--- src/rtl/uart_tx_core.sv ---
// uart_tx_core: TX FIFO plus start/data/parity/stop serialiser paced by a 16x baud tick.
// Define UART_TX_OVERFLOW_EN to add the sticky tx_overflow flag for dropped pushes.
module uart_tx_core #(
  parameter int FIFO_DEPTH = 16,
  parameter int OVERSAMPLE = 16
) (
  input  logic                          clk,
  input  logic                          rst_n,
  input  logic                          baud_pulse,
  input  logic                          tx_rst,
  input  logic                          tx_push,
  input  logic [7:0]                    tx_din,
  input  logic [1:0]                    wls,
  input  logic                          stb,
  input  logic                          pen,
  input  logic                          eps,
  input  logic                          sp,
  input  logic                          bc,
  output logic                          tx_fifo_full,
  output logic                          tx_fifo_empty,
  output logic                          tx_idle,
  output logic [$clog2(FIFO_DEPTH):0]   tx_fifo_count,
`ifdef UART_TX_OVERFLOW_EN
  output logic                          tx_overflow,
`endif
  output logic                          tx_o
);
  localparam int AW = $clog2(FIFO_DEPTH);
  localparam int CW = AW + 1;
  localparam int TW = $clog2(2 * OVERSAMPLE + 1);
  localparam logic [CW-1:0] DEPTH_C = CW'(FIFO_DEPTH);
  localparam logic [TW-1:0] T1_C    = TW'(OVERSAMPLE);
  localparam logic [TW-1:0] T15_C   = TW'(OVERSAMPLE * 3 / 2);
  localparam logic [TW-1:0] T2_C    = TW'(2 * OVERSAMPLE);

  typedef enum logic [2:0] {
    S_IDLE   = 3'd0,
    S_START  = 3'd1,
    S_DATA   = 3'd2,
    S_PARITY = 3'd3,
    S_STOP   = 3'd4
  } state_t;

  function automatic logic [7:0] word_mask(input logic [1:0] w);
    case (w)
      2'b00:   return 8'h1F;
      2'b01:   return 8'h3F;
      2'b10:   return 8'h7F;
      default: return 8'hFF;
    endcase
  endfunction

  // Stick parity overrides; otherwise eps selects XOR of the live data bits or its inverse.
  function automatic logic calc_parity(input logic [7:0] d, input logic [1:0] w,
                                       input logic e, input logic s);
    logic x;
    x = ^(d & word_mask(w));
    if (s) begin
      return ~e;
    end else if (e) begin
      return x;
    end else begin
      return ~x;
    end
  endfunction

  logic [7:0]    mem_q [FIFO_DEPTH];
  logic [AW-1:0] wr_ptr_q, wr_ptr_d, rd_ptr_q, rd_ptr_d;
  logic [CW-1:0] count_q, count_d;
  logic          full_q, full_d, empty_q, empty_d, idle_q, idle_d;
  state_t        state_q, state_d;
  logic [TW-1:0] tick_q, tick_d, tick_inc_s, target_s;
  logic [7:0]    shift_q, shift_d;
  logic [2:0]    bit_idx_q, bit_idx_d;
  logic [1:0]    wls_q, wls_d;
  logic          stb_q, stb_d, pen_q, pen_d, par_q, par_d;
  logic          tx_q, tx_d, line_s;
  logic          pop_s, push_ok_s, avail_s, bit_end_s;
  logic [7:0]    head_s;

  assign head_s     = mem_q[rd_ptr_q];
  assign avail_s    = (count_q != {CW{1'b0}}) && !tx_rst;
  assign tick_inc_s = tick_q + TW'(1);

  // Frame sequencing, snapshot of line format, FIFO bookkeeping and next line level.
  always_comb begin
    state_d   = state_q;
    tick_d    = tick_q;
    shift_d   = shift_q;
    bit_idx_d = bit_idx_q;
    wls_d     = wls_q;
    stb_d     = stb_q;
    pen_d     = pen_q;
    par_d     = par_q;
    pop_s     = 1'b0;
    line_s    = 1'b1;

    if (state_q != S_STOP) begin
      target_s = T1_C;
    end else if (!stb_q) begin
      target_s = T1_C;
    end else if (wls_q == 2'b00) begin
      target_s = T15_C;
    end else begin
      target_s = T2_C;
    end
    bit_end_s = baud_pulse && (tick_inc_s == target_s) && (state_q != S_IDLE);

    if (state_q == S_IDLE) begin
      tick_d = {TW{1'b0}};
    end else if (baud_pulse) begin
      tick_d = bit_end_s ? {TW{1'b0}} : tick_inc_s;
    end else begin
      tick_d = tick_q;
    end

    case (state_q)
      S_IDLE: begin
        if (avail_s) begin
          pop_s = 1'b1;
        end else begin
          state_d = S_IDLE;
        end
      end
      S_START: begin
        if (bit_end_s) begin
          state_d   = S_DATA;
          bit_idx_d = 3'd0;
        end else begin
          state_d = S_START;
        end
      end
      S_DATA: begin
        if (bit_end_s) begin
          shift_d = {1'b0, shift_q[7:1]};
          if (bit_idx_q == (3'd4 + {1'b0, wls_q})) begin
            state_d = pen_q ? S_PARITY : S_STOP;
          end else begin
            bit_idx_d = bit_idx_q + 3'd1;
          end
        end else begin
          state_d = S_DATA;
        end
      end
      S_PARITY: begin
        if (bit_end_s) begin
          state_d = S_STOP;
        end else begin
          state_d = S_PARITY;
        end
      end
      S_STOP: begin
        if (bit_end_s && avail_s) begin
          pop_s = 1'b1;
        end else if (bit_end_s) begin
          state_d = S_IDLE;
        end else begin
          state_d = S_STOP;
        end
      end
      default: state_d = S_IDLE;
    endcase

    if (pop_s) begin
      state_d = S_START;
      tick_d  = {TW{1'b0}};
      shift_d = head_s & word_mask(wls);
      wls_d   = wls;
      stb_d   = stb;
      pen_d   = pen;
      par_d   = calc_parity(head_s, wls, eps, sp);
    end else begin
      wls_d = wls_q;
    end

    case (state_d)
      S_IDLE:   line_s = 1'b1;
      S_START:  line_s = 1'b0;
      S_DATA:   line_s = shift_d[0];
      S_PARITY: line_s = par_d;
      S_STOP:   line_s = 1'b1;
      default:  line_s = 1'b1;
    endcase
    tx_d = bc ? 1'b0 : line_s;

    push_ok_s = tx_push && !tx_rst && ((count_q != DEPTH_C) || pop_s);
    if (tx_rst) begin
      wr_ptr_d = {AW{1'b0}};
      rd_ptr_d = {AW{1'b0}};
      count_d  = {CW{1'b0}};
    end else begin
      wr_ptr_d = wr_ptr_q + AW'(push_ok_s);
      rd_ptr_d = rd_ptr_q + AW'(pop_s);
      count_d  = count_q + CW'(push_ok_s) - CW'(pop_s);
    end
    full_d  = (count_d == DEPTH_C);
    empty_d = (count_d == {CW{1'b0}});
    idle_d  = empty_d && (state_d == S_IDLE);
  end

  // FIFO storage; contents need no reset because occupancy gates every read.
  always_ff @(posedge clk) begin
    if (push_ok_s) begin
      mem_q[wr_ptr_q] <= tx_din;
    end
  end

  // State, datapath and registered status.
  always_ff @(posedge clk or negedge rst_n) begin
    if (!rst_n) begin
      wr_ptr_q  <= {AW{1'b0}};
      rd_ptr_q  <= {AW{1'b0}};
      count_q   <= {CW{1'b0}};
      full_q    <= 1'b0;
      empty_q   <= 1'b1;
      idle_q    <= 1'b1;
      state_q   <= S_IDLE;
      tick_q    <= {TW{1'b0}};
      shift_q   <= 8'h00;
      bit_idx_q <= 3'd0;
      wls_q     <= 2'b00;
      stb_q     <= 1'b0;
      pen_q     <= 1'b0;
      par_q     <= 1'b0;
      tx_q      <= 1'b1;
    end else begin
      wr_ptr_q  <= wr_ptr_d;
      rd_ptr_q  <= rd_ptr_d;
      count_q   <= count_d;
      full_q    <= full_d;
      empty_q   <= empty_d;
      idle_q    <= idle_d;
      state_q   <= state_d;
      tick_q    <= tick_d;
      shift_q   <= shift_d;
      bit_idx_q <= bit_idx_d;
      wls_q     <= wls_d;
      stb_q     <= stb_d;
      pen_q     <= pen_d;
      par_q     <= par_d;
      tx_q      <= tx_d;
    end
  end

`ifdef UART_TX_OVERFLOW_EN
  logic ovf_q;

  // Sticky drop flag; a flush in the same cycle takes priority over a new drop.
  always_ff @(posedge clk or negedge rst_n) begin
    if (!rst_n) begin
      ovf_q <= 1'b0;
    end else if (tx_rst) begin
      ovf_q <= 1'b0;
    end else begin
      ovf_q <= ovf_q | (tx_push && !push_ok_s);
    end
  end

  assign tx_overflow = ovf_q;
`else
  // Without the flag a push into a full FIFO simply disappears.
`endif

  assign tx_fifo_full  = full_q;
  assign tx_fifo_empty = empty_q;
  assign tx_idle       = idle_q;
  assign tx_fifo_count = count_q;
  assign tx_o          = tx_q;

endmodule

--- config.mk ---
export PLATFORM = sky130hd
export DESIGN_NAME = uart_tx_core
export DESIGN_NICKNAME = d
export VERILOG_FILES = /design/src/rtl/uart_tx_core.sv
export SDC_FILE = /design/constraint.sdc
export NUM_CORES = 1
export LEC_CHECK = 0
export ABC_AREA = 1
export CAP_MARGIN = 20
export CORE_MARGIN = 3
export CORE_UTILIZATION = 55
export CTS_CLUSTER_DIAMETER = 120
export DETAILED_ROUTE_END_ITERATION = 16
export GPL_ROUTABILITY_DRIVEN = 0
export GPL_TIMING_DRIVEN = 0
export PLACE_DENSITY = 0.83
export SYNTH_ARGS = -nofsm -noshare
export SYNTH_HDL_FRONTEND = slang
export SYNTH_SLANG_ARGS = --single-unit
export TNS_END_PERCENT = 100
--- constraint.sdc ---
create_clock -name clk -period 4.21 [get_ports clk]
set_input_delay 1.0525 -clock clk [delete_from_list [all_inputs] [get_ports clk]]
set_output_delay 1.0525 -clock clk [all_outputs]
set_load 0.005 [all_outputs]
==> impl_metrics.ini <==
[run_status]
status = finished, final reports clean

[die]
die_h_um = 125.7
start_util_pct = 56.53
io_pins = 29
die-area_mm2 = 0.01580
dieWidth_um = 125.7
placementRows = 43
core-area_mm2 = 0.01393

[routing]
avgRoutedWirePerCell_um = 16.92
totalWireLength_um = 18050
drt_iter0_markers = 651
drcViolationCount = 0
ant_nets = 0
vias = 5883
vias_per_cell = 5.514
drt_pass1_iterations = 6

[worst_setup_path]
cp.arrival_ns = 4.36
critPathRequiredTime_ns = 4.57
worstSetupStartpointType = primary input
crit_path_end_kind = flip-flop
critical_path_class = in2reg
crit_fanout = 10

[synth]
synth_xor_area_share_pct = 0.8736
synth_compound_gate_area_share_pct = 4.034
avgSynthCellArea_um2 = 9.583
yosys.area_share.simple_pct = 23.21
synth_area_mm2 = 0.007878
synth.area.mux_share_pct = 0.1271
yosysTopAreaCellShare_pct = 48.79
ys_ff_latch = 170
synth_top_family_by_area = simple AND/OR/NAND/NOR gates
syn-num-nets = 855
yosysTopAreaCell = edfxtp_1
synth_adder_area_share_pct = 2.160
synth_cell_types = 42
synthCells = 822
ys_seq_area_share_pct = 62.18
synth_area_leaders = edfxtp_1 49%, dfrtp_1 12%, nand2_1 12%, nand3_1 6.2%, inv_1 5.3%
ys.warnings.count = 0

[sta]
period_needed_ns = 3.995
setup_viol = 0
finalCritPeriodShare_pct = 94.89
finalMaxSlewViolations = 0
clock-skew-final_ns = 0.02165
finalHoldViolations = 0
hold-worst-slack_ns = 0.5100
final.setup.tns_ns = 0
fin_ws_ns = 0.2150
relSlewSlack_pct = 33.45
timing.fmax_mhz = 250.3
worst_slew_pin_slew_ns = 0.9945

[cts]
clk_pin_slew_ns = 0.07
clock_path_buffers = 2
numCtsBuffers = 17
holdBufCountCts = 0
htreeDepth = 4
clock_latency_ns = 0.44
cts_tree = done
clock-sinks = 170
cts-root-buf = clkbuf_16

[global_route]
antenna_found_initial = 0
grtUsageTotal_pct = 23.62
grt_pass1_vias = 5707
grt_max_degree = 23
gr-total-overflow = 0
grt_pass1_wl_um = 28700

[power_and_ir_drop]
vdd_ir_drop_max_mv = 0.4234
p_leak_uw = 0.003957
power.total_uw = 4723
p_per_area_mw_per_mm2 = 520.7

[finish]
area_delta_synth_final_pct = 15.14
instances_no_fill = 1067
multi_input_area_mm2 = 0.002421
seqCellArea_mm2 = 0.004900
n_antenna_cell = 0
drive_gt1_share_pct = 9.470
nFillCells = 1042
final_nets = 907

[place]
dpl.hpwl_um = 11910
dp_cells = 1030
pre_cts_ws_ns = -0.5389
port_buffers = 27

[hold_path]
hp-class = reg2reg

[flow_run]
drv_cap = 0
[synth_stat cells, drive strengths merged]
cell type	n
a211oi	2
a21boi	2
a21oi	8
a22o	1
a31oi	1
buf	18
clkbuf	9
clkinv	2
dfrtp	39
dfstp	3
edfxtp	128
fa	1
ha	12
inv	120
mux2i	1
nand2	256
nand3	103
nand3b	2
nand4	2
nor2	63
nor3	5
o21ai	24
o21bai	1
o221ai	6
o22ai	3
o31ai	1
or2	1
or4	1
xnor2	4
xor2	3
[logic make-up after synthesis]
group / Yosys count
and+or+nand+nor: 433
DFF: 170
buffers and inverters: 149
adders and majority gates: 13
xor gates and xnor gates: 7
AOI/OAI and AO/OA: 49
muxes: 1
[per-layer routing]
metal	vias to the layer above	global-route usage, %	share of wire (%)
li1	2772	-	-
met1	2701	29.53	38
met5	-	0	0
met2	345	38.99	49
met3	65	6.531	9.5
met4	0	10.01	3.2
[through the flow]
step | cell area (um^2) | utilization [%]
after detailed placement | 8396 | 60.25
after global routing | 9070 | 65.09
after floorplan | 7878 | -
final | 9070 | 65.09
after global placement | 8373 | 60.09
after CTS | 9012 | 64.68
[cell type report]
cell class	instances	share of cell area, %
buffer	27	1.393
inverter	122	5.077
tap	180	2.483
multi-input combinational	503	26.69
sequential	170	54.02
clock inverter	15	2.000
clock buffer	17	4.690
timing repair buffer	33	3.642
[cells in the final DEF (no fill, tap or decap), drive strengths merged, types with 3 or more instances in the layout]
cell / count
a21oi: 8
xor2: 3
nand3: 103
edfxtp: 128
nand2: 256
xnor2: 4
dfstp: 3
nor2: 63
dfrtp: 39
clkinv: 6
clkbuf: 26
ha: 12
inv: 128
buf: 25
o21ai: 24
o22ai: 3
nor3: 5
clkdlybuf4s50: 26
o221ai: 6
[state kept, by name (all words and copies together) (netlist names), 2 cells and up]
register	cells
wls_q	2
tick_q	6
tx_fifo_count	5
rd_ptr_q	4
bit_idx_q	3
mem_q	128
state_q	3
wr_ptr_q	4
shift_q	8
[worst max-delay path: stages]
cell and delay, ns:
clkdlybuf4s50_1 0.53, nand3_1 0.10, nor2_1 0.14, nand2_2 0.10, a21boi_4 0.21, inv_2 0.11, buf_4 0.20, nor2_4 0.11
inv_1 0.06, nand2_1 0.07, ha_1 0.15, inv_2 0.04, fa_1 0.39, o21ai_1 0.14, a21oi_1 0.07, or4_4 0.54
nor2_2 0.12, nand2_1 0.09, nor3_2 0.14
[final timing paths]
path | start | endpoint | slack, ns | cells past startpoint
setup reg to reg | tick_q[0] | tx_idle | 0.34 | 21
max in group asynchronous | rst_n | par_q | 3.13 | 2
hold reg to reg | pen_q | pen_q | 0.51 | 2
setup / recovery | baud_pulse | tx_idle | 0.21 | 19
hold / removal | pen_q | pen_q | 0.51 | 2
min in group asynchronous | rst_n | wls_q[1] | 0.58 | 1
[where the power goes]
| group | switching (uW) | internal [uW] |
|---|---|---|
| clock network | 695 | 899 |
| registers | 93.7 | 1960 |
| logic | 672 | 406 |
[repair_timing]
action	in CTS	in global routing
gates resized for setup	1	9
setup endpoints to repair	1	3
pin swaps	1	1
setup buffers	1	4
(Power assumes the default switching activity.)
